==> src/rtl/des_key_schedule.sv <==
// DES key schedule: streams the 16 round subkeys in encrypt or decrypt order with a valid/next handshake.
// Optional DES_KEY_PARITY_CHECK_EN adds an odd-parity check of each key byte on start.
module des_key_schedule (
  input  logic        clk,
  input  logic        rst_n,
  input  logic        start,
  input  logic        decrypt,
  input  logic [63:0] key,
  input  logic        next,
  output logic [47:0] subkey,
  output logic        subkey_valid,
  output logic [3:0]  round,
  output logic        busy,
  output logic        done,
  output logic        parity_err
);

  localparam int unsigned KEY_W    = 64;
  localparam int unsigned CD_W     = 56;
  localparam int unsigned HALF_W   = 28;
  localparam int unsigned SUBKEY_W = 48;
  localparam int unsigned ROUND_W  = 4;
  localparam int unsigned SH_IDX_W = 5;

  localparam int unsigned PC1_TAB [CD_W] = '{
    57, 49, 41, 33, 25, 17,  9,  1, 58, 50, 42, 34, 26, 18,
    10,  2, 59, 51, 43, 35, 27, 19, 11,  3, 60, 52, 44, 36,
    63, 55, 47, 39, 31, 23, 15,  7, 62, 54, 46, 38, 30, 22,
    14,  6, 61, 53, 45, 37, 29, 21, 13,  5, 28, 20, 12,  4
  };

  localparam int unsigned PC2_TAB [SUBKEY_W] = '{
    14, 17, 11, 24,  1,  5,  3, 28, 15,  6, 21, 10,
    23, 19, 12,  4, 26,  8, 16,  7, 27, 20, 13,  2,
    41, 52, 31, 37, 47, 55, 30, 40, 51, 45, 33, 48,
    44, 49, 39, 56, 34, 53, 46, 42, 50, 36, 29, 32
  };

  typedef enum logic [1:0] {ST_IDLE, ST_RUN, ST_DONE} state_e;

  // Table bit n (1-based, MSB first) maps to vector index W-n.
  function automatic logic [CD_W-1:0] pc1(input logic [KEY_W-1:0] k);
    logic [CD_W-1:0] r;
    r = '0;
    for (int i = 0; i < 56; i++) begin
      r[6'(55 - i)] = k[6'(KEY_W - PC1_TAB[6'(i)])];
    end
    return r;
  endfunction

  function automatic logic [SUBKEY_W-1:0] pc2(input logic [CD_W-1:0] cd);
    logic [SUBKEY_W-1:0] r;
    r = '0;
    for (int i = 0; i < 48; i++) begin
      r[6'(47 - i)] = cd[6'(CD_W - PC2_TAB[6'(i)])];
    end
    return r;
  endfunction

  function automatic logic [HALF_W-1:0] rotl(input logic [HALF_W-1:0] v, input logic two);
    return two ? {v[25:0], v[27:26]} : {v[26:0], v[27]};
  endfunction

  function automatic logic [HALF_W-1:0] rotr(input logic [HALF_W-1:0] v, input logic two);
    return two ? {v[1:0], v[27:2]} : {v[0], v[27:1]};
  endfunction

  state_e               state_q, state_d;
  logic [HALF_W-1:0]    c_q, c_d, d_q, d_d;
  logic [ROUND_W-1:0]   round_q, round_d;
  logic                 dec_q, dec_d;
  logic                 valid_q, valid_d;
  logic                 busy_q, busy_d;
  logic                 done_q, done_d;
  logic [CD_W-1:0]      pc1_key;
  logic [SH_IDX_W-1:0]  sh_idx;
  logic                 sh_two;

  assign pc1_key = pc1(key);

  // Shift table index of the round being advanced to; SH is 1 only at 1, 2, 9, 16.
  assign sh_idx = dec_q ? SH_IDX_W'(5'd16 - {1'b0, round_q})
                        : SH_IDX_W'({1'b0, round_q} + 5'd2);
  assign sh_two = !((sh_idx == 5'd1) || (sh_idx == 5'd2) ||
                    (sh_idx == 5'd9) || (sh_idx == 5'd16));

  always_ff @(posedge clk or negedge rst_n) begin
    if (!rst_n) begin
      state_q <= ST_IDLE;
      c_q     <= '0;
      d_q     <= '0;
      round_q <= '0;
      dec_q   <= 1'b0;
      valid_q <= 1'b0;
      busy_q  <= 1'b0;
      done_q  <= 1'b0;
    end else begin
      state_q <= state_d;
      c_q     <= c_d;
      d_q     <= d_d;
      round_q <= round_d;
      dec_q   <= dec_d;
      valid_q <= valid_d;
      busy_q  <= busy_d;
      done_q  <= done_d;
    end
  end

  always_comb begin
    state_d = state_q;
    c_d     = c_q;
    d_d     = d_q;
    round_d = round_q;
    dec_d   = dec_q;
    unique case (state_q)
      ST_IDLE: begin
        if (start) begin
          dec_d   = decrypt;
          round_d = '0;
          state_d = ST_RUN;
          // Encrypt starts at K1 (one left shift); decrypt starts at K16 (net shift of 28).
          if (decrypt) begin
            c_d = pc1_key[55:28];
            d_d = pc1_key[27:0];
          end else begin
            c_d = rotl(pc1_key[55:28], 1'b0);
            d_d = rotl(pc1_key[27:0], 1'b0);
          end
        end
      end
      ST_RUN: begin
        if (next) begin
          if (round_q == 4'd15) begin
            state_d = ST_DONE;
          end else begin
            round_d = round_q + 4'd1;
            if (dec_q) begin
              c_d = rotr(c_q, sh_two);
              d_d = rotr(d_q, sh_two);
            end else begin
              c_d = rotl(c_q, sh_two);
              d_d = rotl(d_q, sh_two);
            end
          end
        end
      end
      ST_DONE: state_d = ST_IDLE;
      default: state_d = ST_IDLE;
    endcase
    valid_d = (state_d == ST_RUN);
    busy_d  = (state_d == ST_RUN);
    done_d  = (state_d == ST_DONE);
  end

`ifdef DES_KEY_PARITY_CHECK_EN
  logic par_q, par_d;

  // Flag any key byte with even parity; held until the next accepted start.
  always_comb begin
    par_d = par_q;
    if ((state_q == ST_IDLE) && start) begin
      par_d = 1'b0;
      for (int b = 0; b < 8; b++) begin
        if (!(^key[6'(8 * b) +: 8])) par_d = 1'b1;
      end
    end
  end

  always_ff @(posedge clk or negedge rst_n) begin
    if (!rst_n) par_q <= 1'b0;
    else        par_q <= par_d;
  end

  assign parity_err = par_q;
`else
  assign parity_err = 1'b0;
`endif

  assign subkey       = pc2({c_q, d_q});
  assign subkey_valid = valid_q;
  assign round        = round_q;
  assign busy         = busy_q;
  assign done         = done_q;

endmodule

==> config.mk <==
export PLATFORM = sky130hd
export DESIGN_NAME = des_key_schedule
export DESIGN_NICKNAME = d
export VERILOG_FILES = /design/src/rtl/des_key_schedule.sv
export SDC_FILE = /design/constraint.sdc
export NUM_CORES = 1
export LEC_CHECK = 0
export CAP_MARGIN = 30
export CELL_PAD_IN_SITES_DETAIL_PLACEMENT = 0
export CELL_PAD_IN_SITES_GLOBAL_PLACEMENT = 1
export CORE_MARGIN = 2
export CORE_UTILIZATION = 41
export DETAILED_ROUTE_END_ITERATION = 10
export HOLD_SLACK_MARGIN = 0.02
export MAX_ROUTING_LAYER = met4
export PLACE_DENSITY = 0.95
export SLEW_MARGIN = 20
export SYNTH_ARGS = -nofsm -noshare
export SYNTH_HDL_FRONTEND = slang
export SYNTH_SLANG_ARGS = --single-unit
==> constraint.sdc <==
create_clock -name clk -period 4.5 [get_ports clk]
set_input_delay 1.35 -clock clk [delete_from_list [all_inputs] [get_ports clk]]
set_output_delay 1.35 -clock clk [all_outputs]
set_load 0.1 [all_outputs]
==> results of run 1 <==
[cells by family (layout without fill, tap and decap cells)]
logic type / Yosys count / count (layout) / share of synthesized area [%]
adders and majority gates: 4 / 4 / 1.05
and+or+nand+nor: 92 / 92 / 9.03
buffers and inverters: 95 / 71 / 13.6
muxes: 111 / 111 / 23.4
AOI/OAI and AO/OA: 99 / 99 / 18.2
xor gates and xnor gates: 3 / 3 / 0.551
other: 1 / 33 / 0.0787
DFF: 65 / 65 / 34.1
[worst min path at each step]
stage	start	to	depth (start not counted)
global placement	state_q[1]	state_q[0]	1
CTS	state_q[1]	busy	1
floorplan	state_q[1]	busy	1
finish	state_q[1]	busy	1
detailed placement	state_q[1]	busy	1
global route	state_q[1]	busy	1
[power groups by stage]
stage / combinational, W / clock [W] / sequential (W)
2_1_floorplan: 0.00237 / 0 / 0.00120
3_3_place_gp: 0.00266 / 0 / 0.00118
3_5_place_dp: 0.00272 / 0 / 0.00119
4_1_cts: 0.00273 / 0.000706 / 0.00119
5_1_grt: 0.00291 / 0.000728 / 0.00124
6_report: 0.00272 / 0.000689 / 0.00119
[worst register-to-register path, cell delays in order (launching register included)]
cell,delay (ps)
dfrtp_1,570
ha_1,310
nor4_2,60
a31oi_2,400
a21o_2,810
buf_4,380
mux2i_1,240
o221ai_1,130
[per-stage QoR]
stage	std cells	util (%)	power (W)	hold slack [ps]	cell area, um2
after floorplan	502	-	0.00357	502	4890
after CTS	620	45.4	0.00462	550	5160
after global placement	603	42.8	0.00384	531	4870
after global routing	621	45.6	0.00487	575	5180
final	621	45.6	0.00460	549	5180
after detailed placement	604	42.9	0.00392	542	4870
[metal layers]
layer	track usage [%]	share of wire, %	vias up	wire [um]
li1	-	-	1693	-
met1	23.2	46	1788	4710
met2	27.4	49	88	5000
met3	3.27	4.3	9	447
met4	5.76	1.3	0	129
met5	-	0	-	0
[sequential cells by signal, summed over array words and instances, names as in the netlist]
name and count:
dec_q 1, busy 1, c_q 28, round 4
d_q 28, done 1, state_q 2
[final cells by class]
cell class              instances  area share, %
clock inverters                 3          0.772
multi-input cells             342           50.4
flip-flops and latches         65           31.4
clock buffers                  13           4.83
inverters                      12          0.869
well taps                     143           3.45
repair buffers                 43           8.30
[placed cells by master, fill, tap and decap left out, types with 2 or more instances in the layout]
cell type        instances
o221ai_1                50
o21a_1                   3
xnor2_1                  3
nand3_1                  2
a21oi_1                  5
clkdlybuf4s50_1         34
mux2_2                   3
a211oi_2                 4
dfrtp_1                 65
buf_12                   2
mux2i_1                107
a2111oi_4                2
conb_1                  33
clkinv_2                 2
o22ai_1                  3
nor2_1                  16
a211oi_1                10
nand2_1                 57
o21ai_0                  5
clkbuf_16                9
nand3b_1                 4
a311oi_1                 2
buf_4                    6
a21o_1                   2
inv_1                   11
o31ai_1                  3
a2111oi_0                3
and4b_1                  2
clkbuf_1                 3
ha_1                     4
==> impl_metrics.yaml, run 1 <==
yosys:
  ys_seq_area_share_pct: 34.1
  synth_edf_count: 0
  synth_warnings: 0
  synth_top_area_share_pct: 34.1
  synth_top_area_cell: "dfrtp_1"
  synth.area.top_cells: "dfrtp_1 34%, mux2i_1 22%, o221ai_1 9.2%"
  ys_ff_latch: 65
  synth_flop_cell: "dfrtp_1"
  synth_area_mm2: 0.00477
  synth-async-reset-ratio_pct: 100
  synthTopCellsByCount: "107 x mux2i_1, 65 x dfrtp_1, 57 x nand2_1"
  synth_cell_type_count: 47
  synth_most_common_cell: "mux2i_1"
  syn_avg_cell_area_um2: 10.1
  synth_cells: 470
die:
  start_util_pct: 41.9
  pin_count: 125
  fp.dieW_um: 112
  die_area_mm2: 0.0125
  die_h_um: 112
  design.core.area_mm2: 0.0114
  rows: 39
routing:
  num_vias: 3578
  drt-initial-drc-count: 276
  wirelength_mm: 10.3
  vias_per_cell: 5.76
  first_pass_iters: 4
  drc_errors: 0
  wl_per_cell_um: 16.6
  ant_nets: 0
outcome:
  outcome: "finished clean"
grt:
  antenna_found_initial: 0
  grt-ovfl-total: 0
  grt_max_degree: 57
  grt_pass1_vias: 3515
  grt_pass1_wl_mm: 17.6
  track_usage_pct: 17.6
layout:
  seqCellArea_mm2: 0.00163
  drive_above_1_share_pct: 8.58
  syn2layout_area_growth_pct: 8.79
  nFillCells: 1081
  multi_input_area_mm2: 0.00261
  finalNetCount: 546
  diodes: 0
cts:
  clkSinkCount: 65
  path_clk_slew_ps: 50
  insertion_delay_ps: 330
  cts_buffers: 9
  post-cts-setup-buffer-count: 0
  holdBufCountCts: 0
  htreeDepth: 3
  cts_root_buffer: "clkbuf_16"
  cts_resized: 0
  tritoncts: "built"
  cts_buffer_depth: 2
pwr:
  p_leak_nw: 2.21
  internal_power_w: 0.00223
  comb_power_share_pct: 59.2
  p_sw_w: 0.00237
  power_density_mw_per_mm2: 887
  vdd_ir_drop_max_v: 0.000634
  p_sw_share_pct: 51.5
  clock_power_share_pct: 15.0
  p_seq_share_pct: 25.9
worst_setup_path:
  crit_slowest_cell: "clkdlybuf4s50_1"
  critPathLaunchType: "flop"
  crit_path_start: "round[3]"
  end_kind: "output port"
  crit_family: "buffers and inverters"
  crit_chain: "clkdlybuf4s50_1"
  slowest_delay_ps: 1210
  cp_num_cells: 1
  timing.reg2reg.setup_slack_ps: 1430
  worstPathArrival_ps: 2130
  critPathKind: "flop to output port"
  crit_fanout: 11
  worstRegToRegCells: 7
  cp-endpoint: "round[3]"
  required_ps: 3150
  timing.rr.start: "round[2]"
  worst-path-buf-inv: 1
  r2r-end: "c_q[22]"
timing:
  skew_ps: 7.21
  min_period_ps: 3480
  worst_pin_slew_ps: 1020
  slew_headroom_pct: 32.1
  post-route-worst-setup-slack_ps: 1020
  setup_violations: 0
  final_hold_viol_count: 0
  finalSetupTns_ps: 0
  fmax_mhz: 287
  slew_viol_final: 0
  timing.final.crit_share_pct: 77.3
  rsz0062_at_grt: "false"
place:
  dp_hpwl_mm: 6.56
  numPortBuffers: 35
  place_ws_ps: 944
  place_congestion: 0.877
run:
  maxCapViolCount: 0
hold_path:
  hold_path.class: "flop to flop"
(Power assumes the default switching activity.)
==> run 2, diff against run 1 <==
Settings changed: CORE_UTILIZATION 41 to 34, PLACE_DENSITY 0.95 to 0.88.
Clock period 4.5 ns to 3 ns, I/O delays scaled along.
==> run 2 against run 1 <==
Power rose by 50%. Sequential power rose by 50%. Global-route usage fell by 2.4 points. Via count rose by 0.42%.
==> impl_metrics.yaml, run 2 (synthesized netlist as in run 1, its figures left out) <==
cts:
  holdBufCountCts: 0
  post-cts-setup-buffer-count: 0
  cts_root_buffer: "clkbuf_16"
  cts_resized: 0
  cts_buffers: 9
  path_clk_slew_ps: 60
  tritoncts: "built"
  insertion_delay_ps: 340
  clkSinkCount: 65
  htreeDepth: 3
  cts_buffer_depth: 2
routing:
  ant_nets: 0
  num_vias: 3593
  wirelength_mm: 10.6
  first_pass_iters: 4
  vias_per_cell: 5.40
  wl_per_cell_um: 15.9
  drt-initial-drc-count: 244
  drc_errors: 0
die:
  pin_count: 125
  start_util_pct: 34.6
  die_area_mm2: 0.0150
  rows: 43
  die_h_um: 122
  fp.dieW_um: 122
  design.core.area_mm2: 0.0138
pwr:
  p_seq_share_pct: 25.8
  p_leak_nw: 2.26
  vdd_ir_drop_max_v: 0.000510
  p_sw_w: 0.00364
  clock_power_share_pct: 14.3
  power_density_mw_per_mm2: 1320
  p_sw_share_pct: 52.6
  comb_power_share_pct: 59.9
  internal_power_w: 0.00327
worst_setup_path:
  critPathLaunchType: "flop"
  slowest_delay_ps: 530
  worstRegToRegCells: 8
  crit_slowest_cell: "dfrtp_1"
  required_ps: 3190
  r2r-end: "c_q[19]"
  crit_chain: "inv_2 -> ha_1 -> nor4bb_1 -> o2bb2ai_1 -> a211o_2 -> buf_12 -> mux2i_1 -> o221ai_1"
  crit_fanout: 56
  timing.rr.start: "round[0]"
  critPathKind: "flop to flop"
  worstPathArrival_ps: 2780
  timing.reg2reg.setup_slack_ps: 410
  end_kind: "flop"
place:
  place_congestion: 0.869
  dp_hpwl_mm: 6.98
  numPortBuffers: 35
  dp.cells: 649
timing:
  worst_hold_slack_ps: 562
  min_period_ps: 2590
  fmax_mhz: 386
  setup_violations: 0
  slew_viol_final: 0
  skew_ps: 6.86
  slew_headroom_pct: 47.4
  worst_pin_slew_ps: 769
  rsz0062_at_grt: "false"
  final_hold_viol_count: 0
  timing.final.crit_share_pct: 86.3
  finalSetupTns_ps: 0
grt:
  grt_pass1_wl_mm: 17.8
  grt_pass1_vias: 3595
  grt-ovfl-total: 0
  grt_max_degree: 57
  antenna_found_initial: 0
  track_usage_pct: 15.2
hold_path:
  worstHoldEndpoint: "d_q[10]"
  hold_depth: 2
  hold_path.class: "flop to flop"
  min_from: "d_q[10]"
outcome:
  outcome: "finished clean"
layout:
  syn2layout_area_growth_pct: 9.71
  drive_above_1_share_pct: 15.3
  seqCellArea_mm2: 0.00163
  diodes: 0
  nFillCells: 1371
  mostFrequentLayoutCells: "107 x mux2i_1, 65 x dfrtp_1, 57 x nand2_1, 50 x o221ai_1, 35 x buf_4"
  final_common_cell: "mux2i_1"
  fin_cells: 665
  finalNetCount: 553
  multi_input_area_mm2: 0.00261
run:
  maxCapViolCount: 0
run 2: worst max-delay path, delay by kind of cell, from the launching register on:
kind | cells | cell delay (ps)
and+or+nand+nor | 1 | 320
DFF | 1 | 530
AOI/OAI and AO/OA | 3 | 550
muxes | 1 | 260
buffers and inverters | 2 | 470
adders and majority gates | 1 | 280
run 2: worst max path at each step:
stage	end	cells after the start	slack, ps	start
after floorplan	c_q[27]	9	130	round[0]
after global placement	d_q[25]	6	230	next
after detailed placement	d_q[25]	6	220	next
after CTS	c_q[6]	8	420	round[0]
after global routing	d_q[2]	8	190	round[0]
final	c_q[19]	8	410	round[0]
run 2: layout make-up:
class,count,area share (%)
sequential,65,31.1
inverter,12,0.861
clock inverter,7,1.05
multi-input combinational,342,50.0
clock buffer,9,4.31
tap,180,4.31
timing repair buffer,50,8.38
run 2: power by group through the flow:
stage	clock [W]	combinational, W	sequential (W)
after floorplan	0	0.00355	0.00180
after global placement	0	0.00407	0.00177
after detailed placement	0	0.00414	0.00179
after CTS	0.00101	0.00415	0.00178
after global routing	0.00103	0.00442	0.00186
final	0.000988	0.00414	0.00178
run 2: per-layer routing:
layer  vias to the layer above  wire (um)  GRT usage, %
met2                        75       5210          24.2
met3                        10        490          2.42
li1                       1706          -             -
met4                         0        151          7.04
met1                      1802       4710          19.0
met5                         -          0             -
run 2: metrics by stage:
step | total power, W | utilization, % | cell area, um2 | worst slack, ps
2_1_floorplan | 0.00535 | - | 4890 | 132
3_3_place_gp | 0.00584 | 35.9 | 4950 | 233
3_5_place_dp | 0.00592 | 35.9 | 4950 | 215
4_1_cts | 0.00694 | 38.0 | 5230 | 416
5_1_grt | 0.00731 | 38.0 | 5230 | 189
6_report | 0.00691 | 38.0 | 5230 | 412
